===== config.mk =====
export PLATFORM = sky130hd
export DESIGN_NAME = safe_code_entry_flat
export DESIGN_NICKNAME = d
export VERILOG_FILES = /design/src/rtl/safe_code_entry_if.sv /design/src/rtl/safe_code_entry.sv /design/src/flat_wrapper.sv
export SDC_FILE = /design/constraint.sdc
export NUM_CORES = 1
export LEC_CHECK = 0
export CAP_MARGIN = 20
export CORE_MARGIN = 1.5
export CORE_UTILIZATION = 51
export DETAILED_ROUTE_END_ITERATION = 7
export GPL_TIMING_DRIVEN = 0
export HOLD_SLACK_MARGIN = 0.15
export PLACE_DENSITY = 0.77
export SLEW_MARGIN = 10
export SYNTH_ARGS = -nofsm -noshare
export SYNTH_HDL_FRONTEND = slang
export SYNTH_SLANG_ARGS = --single-unit

===== constraint.sdc =====
create_clock -name clk -period 2.11 [get_ports clk]
set_input_delay 0.633 -clock clk [delete_from_list [all_inputs] [get_ports clk]]
set_output_delay 0.633 -clock clk [all_outputs]
set_load 0.005 [all_outputs]

===== src/rtl/safe_code_entry_if.sv =====
`default_nettype none
// ============================================================================
//  Module   : safe_code_entry_if
//  Purpose  : Link between the safe front end and the combinational checker.
//             The front end presents a combination on S (qualified by
//             s_valid); the checker answers with reject (L0) / accept (L1).
//  Ports    : S[3:0]  combination under evaluation   (master -> slave)
//             s_valid S holds a fresh combination     (master -> slave)
//             L0      reject verdict                  (slave  -> master)
//             L1      accept verdict                  (slave  -> master)
//  Revision : 1.0  initial release
// ============================================================================
interface safe_code_entry_if;
  logic [3:0] S;
  logic       s_valid;
  logic       L0;
  logic       L1;

  modport master (output S, output s_valid, input L0, input L1);
  modport slave  (input S, input s_valid, output L0, output L1);
endinterface
`default_nettype wire


===== src/rtl/safe_code_entry.sv =====
`default_nettype none
// ============================================================================
//  Module   : safe_code_entry
//  Purpose  : Sequential front end of the digital safe. Debounces ENTER,
//             latches the key switches, presents them to the checker, samples
//             the verdict, counts consecutive failures, enforces a timed
//             lockout and keeps the safe open until relocked.
//  Ports    : clk       system clock (rising edge)
//             rst_n     asynchronous active-low reset
//             key_in    raw combination switches
//             enter_in  raw ENTER button (may bounce)
//             chk       checker link (S, s_valid out; L0, L1 in)
//             open      safe unlocked
//             alarm     lockout active
//             fail_cnt  consecutive failed attempts (saturates at MAX_FAIL)
//  Revision : 1.0  initial release
// ============================================================================
module safe_code_entry #(
  parameter int DEBOUNCE_CYC = 4,
  parameter int MAX_FAIL     = 3,
  parameter int LOCKOUT_CYC  = 16
) (
  input  wire logic          clk,
  input  wire logic          rst_n,
  input  wire logic [3:0]    key_in,
  input  wire logic          enter_in,
  safe_code_entry_if.master  chk,
  output logic               open,
  output logic               alarm,
  output logic [2:0]         fail_cnt
);

  localparam int DB_W  = (DEBOUNCE_CYC > 1) ? $clog2(DEBOUNCE_CYC) : 1;
  localparam int TMR_W = (LOCKOUT_CYC > 1) ? $clog2(LOCKOUT_CYC) : 1;

  localparam logic [DB_W-1:0]  c_db_last    = DB_W'(DEBOUNCE_CYC - 1);
  localparam logic [TMR_W-1:0] c_tmr_load   = TMR_W'(LOCKOUT_CYC - 1);
  localparam logic [2:0]       c_fail_limit = 3'(MAX_FAIL);

  typedef enum logic [2:0] {
    ST_IDLE    = 3'd0,
    ST_PRESENT = 3'd1,
    ST_EVAL    = 3'd2,
    ST_OPEN    = 3'd3,
    ST_LOCKOUT = 3'd4
  } state_t;

  state_t           r_state;
  logic             r_sync1;
  logic             r_sync2;
  logic             r_enter_db;
  logic             r_db_prev;
  logic [DB_W-1:0]  r_db_cnt;
  logic [TMR_W-1:0] r_timer;
  logic             w_press;
  logic [2:0]       w_fail_inc;

  // --------------------------------------------------------------------------
  // ENTER synchronizer + debouncer. The debounced level only flips after a
  // run of DEBOUNCE_CYC synchronized samples that disagree with it; a single
  // agreeing sample restarts the run.
  // --------------------------------------------------------------------------
  always_ff @(posedge clk or negedge rst_n) begin
    if (!rst_n) begin
      r_sync1    <= 1'b0;
      r_sync2    <= 1'b0;
      r_enter_db <= 1'b0;
      r_db_prev  <= 1'b0;
      r_db_cnt   <= '0;
    end else begin
      r_sync1   <= enter_in;
      r_sync2   <= r_sync1;
      r_db_prev <= r_enter_db;
      if (r_sync2 != r_enter_db) begin
        if (r_db_cnt == c_db_last) begin
          r_enter_db <= r_sync2;
          r_db_cnt   <= '0;
        end else begin
          r_db_cnt <= r_db_cnt + DB_W'(1);
        end
      end else begin
        r_db_cnt <= '0;
      end
    end
  end

  assign w_press = r_enter_db & ~r_db_prev;

  // Failure count never wraps: once at the limit it stays there.
  assign w_fail_inc = (fail_cnt >= c_fail_limit) ? c_fail_limit : fail_cnt + 3'd1;

  // --------------------------------------------------------------------------
  // Attempt sequencer. All outputs are registered here, so the checker
  // verdict and the key switches never reach an output combinationally.
  // --------------------------------------------------------------------------
  always_ff @(posedge clk or negedge rst_n) begin
    if (!rst_n) begin
      r_state     <= ST_IDLE;
      chk.S       <= 4'd0;
      chk.s_valid <= 1'b0;
      open        <= 1'b0;
      alarm       <= 1'b0;
      fail_cnt    <= 3'd0;
      r_timer     <= '0;
    end else begin
      case (r_state)
        ST_IDLE: begin
          if (w_press) begin
            chk.S       <= key_in;
            chk.s_valid <= 1'b1;
            r_state     <= ST_PRESENT;
          end
        end
        // One full cycle of settled S before the verdict is trusted.
        ST_PRESENT: r_state <= ST_EVAL;
        ST_EVAL: begin
          chk.s_valid <= 1'b0;
          // Only a clean accept opens; ambiguous verdicts count as failures.
          if (chk.L1 && !chk.L0) begin
            open     <= 1'b1;
            fail_cnt <= 3'd0;
            r_state  <= ST_OPEN;
          end else begin
            fail_cnt <= w_fail_inc;
            if (w_fail_inc == c_fail_limit) begin
              alarm   <= 1'b1;
              r_timer <= c_tmr_load;
              r_state <= ST_LOCKOUT;
            end else begin
              r_state <= ST_IDLE;
            end
          end
        end
        ST_OPEN: begin
          if (w_press) begin
            chk.S   <= 4'd0;
            open    <= 1'b0;
            r_state <= ST_IDLE;
          end
        end
        ST_LOCKOUT: begin
          // Timer loaded with LOCKOUT_CYC-1 so alarm spans LOCKOUT_CYC cycles.
          if (r_timer == '0) begin
            alarm    <= 1'b0;
            fail_cnt <= 3'd0;
            chk.S    <= 4'd0;
            r_state  <= ST_IDLE;
          end else begin
            r_timer <= r_timer - TMR_W'(1);
          end
        end
        default: r_state <= ST_IDLE;
      endcase
    end
  end

endmodule
`default_nettype wire


===== src/flat_wrapper.sv =====
// flat-port wrapper written by rule: the top's interface ports become plain ports
module safe_code_entry_flat 
#(
  parameter int DEBOUNCE_CYC = 4,
  parameter int MAX_FAIL     = 3,
  parameter int LOCKOUT_CYC  = 16
)
  (clk, rst_n, key_in, enter_in, open, alarm, fail_cnt, chk_S, chk_s_valid, chk_L0, chk_L1);
  safe_code_entry_if chk_i ();
  input  wire logic clk;
  input  wire logic rst_n;
  input  wire logic [3:0] key_in;
  input  wire logic enter_in;
  output logic open;
  output logic alarm;
  output logic [2:0] fail_cnt;
  output wire logic [$bits(chk_i.S)-1:0] chk_S;
  output wire logic [$bits(chk_i.s_valid)-1:0] chk_s_valid;
  input wire logic [$bits(chk_i.L0)-1:0] chk_L0;
  input wire logic [$bits(chk_i.L1)-1:0] chk_L1;
  assign chk_S = chk_i.S;
  assign chk_s_valid = chk_i.s_valid;
  assign chk_i.L0 = chk_L0;
  assign chk_i.L1 = chk_L1;
  safe_code_entry #(.DEBOUNCE_CYC(DEBOUNCE_CYC), .MAX_FAIL(MAX_FAIL), .LOCKOUT_CYC(LOCKOUT_CYC)) u_core (.clk(clk), .rst_n(rst_n), .key_in(key_in), .enter_in(enter_in), .chk(chk_i), .open(open), .alarm(alarm), .fail_cnt(fail_cnt));
endmodule

==> After elaboration in Yosys (flattened, before gate mapping) <==
Cells that the tools add are included.
{ "word_totals": {"regBits": 23, "inputBits": 9} }
{ "op_classes": {"addsub": 3, "magnitude_cmp": 1, "eq_ne": 14, "muxes": 28, "bitwise_logic": 2, "n_reduce_logical": 16} }
{ "op_table": {"columns": ["operator", "n"], "rows": [
  ["$mux 4", 6],
  ["$mux 3", 7],
  ["$pmux 3 s5", 1],
  ["$pmux 4 s3", 1],
  ["$reduce_and 4->1", 3],
  ["$ne 2x1->1 const B", 5],
  ["$eq 3x2->1 const B", 3],
  ["$pmux 4 s2", 1],
  ["$mux 1", 6],
  ["$pmux 1 s2", 3],
  ["$pmux 3 s2", 1],
  ["$reduce_and 2->1", 3],
  ["$reduce_and 3->1", 2],
  ["$reduce_bool 2->1", 3],
  ["$logic_not 4->1", 1],
  ["$mux 2", 2],
  ["$ne 2x2->1 const B", 2],
  ["$sub 4x1->4 const B", 1],
  ["$add 3x1->3 const B", 1],
  ["$eq 3x1->1 const B", 1],
  ["$eq 3x3->1 const B", 1],
  ["$ge 3x2->1 const B", 1],
  ["$logic_not 3->1", 1],
  ["$reduce_bool 3->1", 1],
  ["other kinds (7)", 7]
]} }

==> Longest topological paths before layout <==
{ "depth": {"ltp_word": 6, "depth_mapped": 7} }

==> Worst setup path before layout <==
No wires, ideal clock.
{ "synth_timing": {"kind": "register to register", "from": "register u_core.fail_cnt[0]", "to": "register u_core.r_timer[3]", "setup_ns": 0.119, "arrival_ns": 1.735, "required_ns": 1.991, "path_slack_ns": 0.256, "stages_incl_launch_ff": 7, "period_less_slack_ns": 1.854, "path_cell_list": "dfrtp_1 > ha_1 > ha_1 > a211oi_2 > a2111oi_4 > mux2_1 > o21a_1"} }
{ "synth_via": {"elab_chain_len": 5, "word_cells_on_any_way": 6, "cone_classes": "1 x add/sub; 1 x order compare; 2 x eq/ne; 1 x mux; 1 x reduce/logical"} }
{ "synth_lines": {"columns": ["element", "line_no", "text"], "rows": [
  ["start, declared", "safe_code_entry.sv:30", "output logic [2:0] fail_cnt"],
  ["start signal, assigned", "safe_code_entry.sv:124", "fail_cnt <= w_fail_inc;"],
  ["$add 3x1->3 / $ge 3x2->1 (equally long branches)", "safe_code_entry.sv:90", "assign w_fail_inc = (fail_cnt >= c_fail_limit) ? c_fail_limit : fail_cnt + 3'd1;"],
  ["$mux 3 *", "safe_code_entry.sv:90", null],
  ["$eq 3x2->1 *", "safe_code_entry.sv:125", "if (w_fail_inc == c_fail_limit) begin"],
  ["$ne 2x1->1 (no line) *", null, null],
  ["$reduce_and 4->1 (no line) *", null, null],
  ["end signal, assigned", "safe_code_entry.sv:127", "r_timer <= c_tmr_load;"],
  ["end signal, assigned", "safe_code_entry.sv:149", "r_timer <= r_timer - TMR_W'(1);"],
  ["end, declared", "safe_code_entry.sv:54", "logic [TMR_W-1:0] r_timer;"]
]} }
Every way passes the cells marked *; elsewhere a longest branch is shown, timed or not.
A chain may end at the register's enable or synchronous reset.

==> Worst setup path after layout <==
{ "layout_timing": {"from": "register u_core.fail_cnt[0]", "to": "output port fail_cnt[0]"} }
{ "layout_lines": {"columns": ["element", "line_no", "text"], "rows": [
  ["end, declared", "flat_wrapper.sv:16", "output logic [2:0] fail_cnt;"]
]} }
No word-level cell between the ends.

==> out/results.txt <==
Max-Cap Viols: 0
Final min period: 1.98 ns
Synth Instances: 100
CP Class: flip-flop to output pin
Logic pwr share: 48.6%
Max IR drop VDD: 0.876 mV
P per Cell Area: 1380 mW/mm^2
H-tree levels: 1
sequential share of the synthesized area: 50.8%
largest net degree at the start of global routing: 24
max-slew violation count: 0
Int Power: 1.21 mW
die area: 0.00251 sq mm
Final Skew: 0.00115 ns
CTS tree: yes
arrival time worst endpoint: 1.34 ns
worst slew pin tran: 0.488 ns
FILL cells: 156
register area: 576 sq um
Placement Cell Area: 0.00135 sq mm
CTS buffer count: 3
all-layer global routing usage: 18.8%
vias in the first global route: 808
GRT overflow: 0
Yosys warnings: 0
CTS Root Cell: clkbuf_4
Starting Density: 56.0%
Final Cell Area: 0.00140 sq mm
Synth Flop Type: dfrtp_1
Finished Core Util: 69.4%
NetSw: 720 uW
Routability Congestion: 0.739
initial antenna violation count: 0
Final setup violation count: 0
Routed WL per cell: 13.5 um
Seq pwr share: 40.8%
Detail Placement HPWL: 1480 um
number of I/O pins: 19
slowest cell on the critical path: clkdlybuf4s50_1
CP top delay family: buffers and inverters
die height: 50.1 um
area grow syn2layout: 24.0%
Worst Hold Class: flip-flop to flip-flop
worst-path maximum fanout: 6
crit-path cells: clkdlybuf4s50_1
WP data required: 1.48 ns
outcome: finished clean
fmax: 506 MHz
Die W: 50.1 um
DRC viols: 0
RSZ-0062 raised after global routing: false
Multi-input gate area: 509 sq um
clk buf depth: 2
drt initial violations: 8
fraction of layout instances using a drive strength above 1: 16.1%
IO Port Bufs: 18
Slew HR: 67.3%
global-route wire length before repair: 3590 um
CTS Sinks: 23
final WL: 2030 um
switching power share of the total: 37.2%
Setup crit end kind: output pin
ys async rst share: 100%
CP bufs+invs: 1
core box area: 0.00202 sq mm
Final Hold Fails: 0
synthesized area: 0.00113 sq mm
Mean Syn Cell Area: 11.3 sq um
Layout Nets: 138
vias: 809
CP Launch Type: flip-flop
remaining antenna violation count after routing: 0
CTS clk-pin slew, worst paths: 0.13 ns
Yosys reg bits: 23
Skew-Pair Late Insertion Delay: 0.31 ns
Syn Nets: 113
clock network power share: 10.5%
vias per cell: 5.36
Core Rows: 16
P_leak: 0.603 nW
CP max stage delay: 0.54 ns
Distinct cells, synth: 33
Inserted Diodes: 0
Pre-antenna DRT Iters: 4
Post-synth EDFFs: 0
ratio of final minimum period to clock period: 93.7%
-- power by group through the flow --
stage | Clock, mW | Combinational, mW | Sequential (mW)
final | 0.204 | 0.941 | 0.790
after global routing | 0.226 | 1.04 | 0.817
after CTS | 0.211 | 0.924 | 0.780
after detailed placement | 0 | 0.915 | 0.790
after global placement | 0 | 0.877 | 0.778
after floorplan | 0 | 0.595 | 0.769
-- registers in the layout, indices dropped and copies added, names as in the netlist, 2 cells and up --
register	count
u_core.chk.S	4
u_core.r_timer	4
u_core.r_db_cnt	2
u_core.fail_cnt	3
u_core.r_state	3
-- per-layer routing --
metal	routed length (um)	share of wire [%]	GRT usage, %	vias to the layer above
met2	1020	50	33.1	17
met4	31	1.5	9.72	0
met3	57	2.8	2.42	4
li1	-	-	-	397
met5	0	0	0	-
met1	922	45	22.1	391
-- metrics by stage --
stage | worst slack, ns | hold WS [ns] | instances | TNS (ns) | total power, mW
CTS | 0.0566 | 0.373 | 149 | 0 | 1.92
finish | 0.132 | 0.370 | 151 | 0 | 1.93
floorplan | 0.256 | 0.331 | 100 | 0 | 1.36
global route | 0.0280 | 0.394 | 151 | 0 | 2.08
detailed placement | -0.139 | 0.343 | 145 | -0.257 | 1.70
global placement | -0.116 | 0.338 | 145 | -0.180 | 1.65
-- layout by cell type, fill, tap and decap left out, drive strengths merged --
| cell type | instances |
|---|---|
| a2111oi | 2 |
| a211oi | 2 |
| a21o | 1 |
| a21oi | 10 |
| a311oi | 1 |
| and2b | 1 |
| buf | 5 |
| clkbuf | 3 |
| clkdlybuf4s50 | 18 |
| clkinv | 1 |
| dfrtp | 23 |
| ha | 4 |
| inv | 9 |
| mux2 | 5 |
| mux2i | 4 |
| nand2 | 5 |
| nand2b | 2 |
| nand3 | 2 |
| nand3b | 2 |
| nor2 | 3 |
| nor2b | 4 |
| nor3 | 5 |
| nor3b | 4 |
| o21a | 1 |
| o21ai | 3 |
| o22a | 1 |
| or2 | 1 |
| xnor2 | 2 |
-- layout make-up --
class | count | area share (%)
inverter | 9 | 2.41
multi-input combinational | 65 | 36.3
timing repair buffer | 20 | 14.4
sequential | 23 | 41.0
buffer | 3 | 1.52
clock inverter | 1 | 0.357
tap | 27 | 2.41
clock buffer | 3 | 1.60
-- final timing paths --
path / startpoint / endpoint / slack (ns) / cells past startpoint
min: u_core.r_sync1$_DFF_PN0_ / u_core.r_sync2$_DFF_PN0_ / 0.37 / 0
max in group asynchronous: rst_n / u_core.chk.S[1]$_DFFE_PN0P_ / 1.02 / 2
max: u_core.fail_cnt[0]$_DFFE_PN0P_ / fail_cnt[0] / 0.13 / 1
min reg2reg: u_core.r_sync1$_DFF_PN0_ / u_core.r_sync2$_DFF_PN0_ / 0.37 / 0
min in group asynchronous: rst_n / u_core.fail_cnt[0]$_DFFE_PN0P_ / 0.63 / 1
max reg2reg: u_core.fail_cnt[0]$_DFFE_PN0P_ / u_core.r_timer[3]$_DFFE_PN0P_ / 0.14 / 6
-- logic make-up (layout without fill, tap and decap cells) --
group | Yosys count | in the layout | synth area share (%)
simple gates | 29 | 29 | 15.9
mux | 9 | 9 | 8.51
flops | 23 | 23 | 50.8
xor+xnor | 2 | 2 | 1.55
compound gates | 21 | 21 | 13.9
fa+ha+maj | 4 | 4 | 4.42
buf+inv | 12 | 36 | 4.86
-- cells in the mapped netlist, drive strengths merged, types with 4 or more instances --
cell type / number / area share (%)
nor3b: 4 / 4.1
mux2i: 4 / 3.5
nand2: 5 / 1.7
ha: 4 / 4.4
inv: 9 / 3.0
mux2: 5 / 5.0
a21oi: 10 / 4.8
nor3: 5 / 2.2
dfrtp: 23 / 51
nor2b: 4 / 2.4
-- repair_timing --
action,in CTS,in global routing
buffers inserted,0,1
setup endpoints to repair,0,1
resized for setup,0,1
hold buffers,0,0
Power figures use the tool's default switching activity.
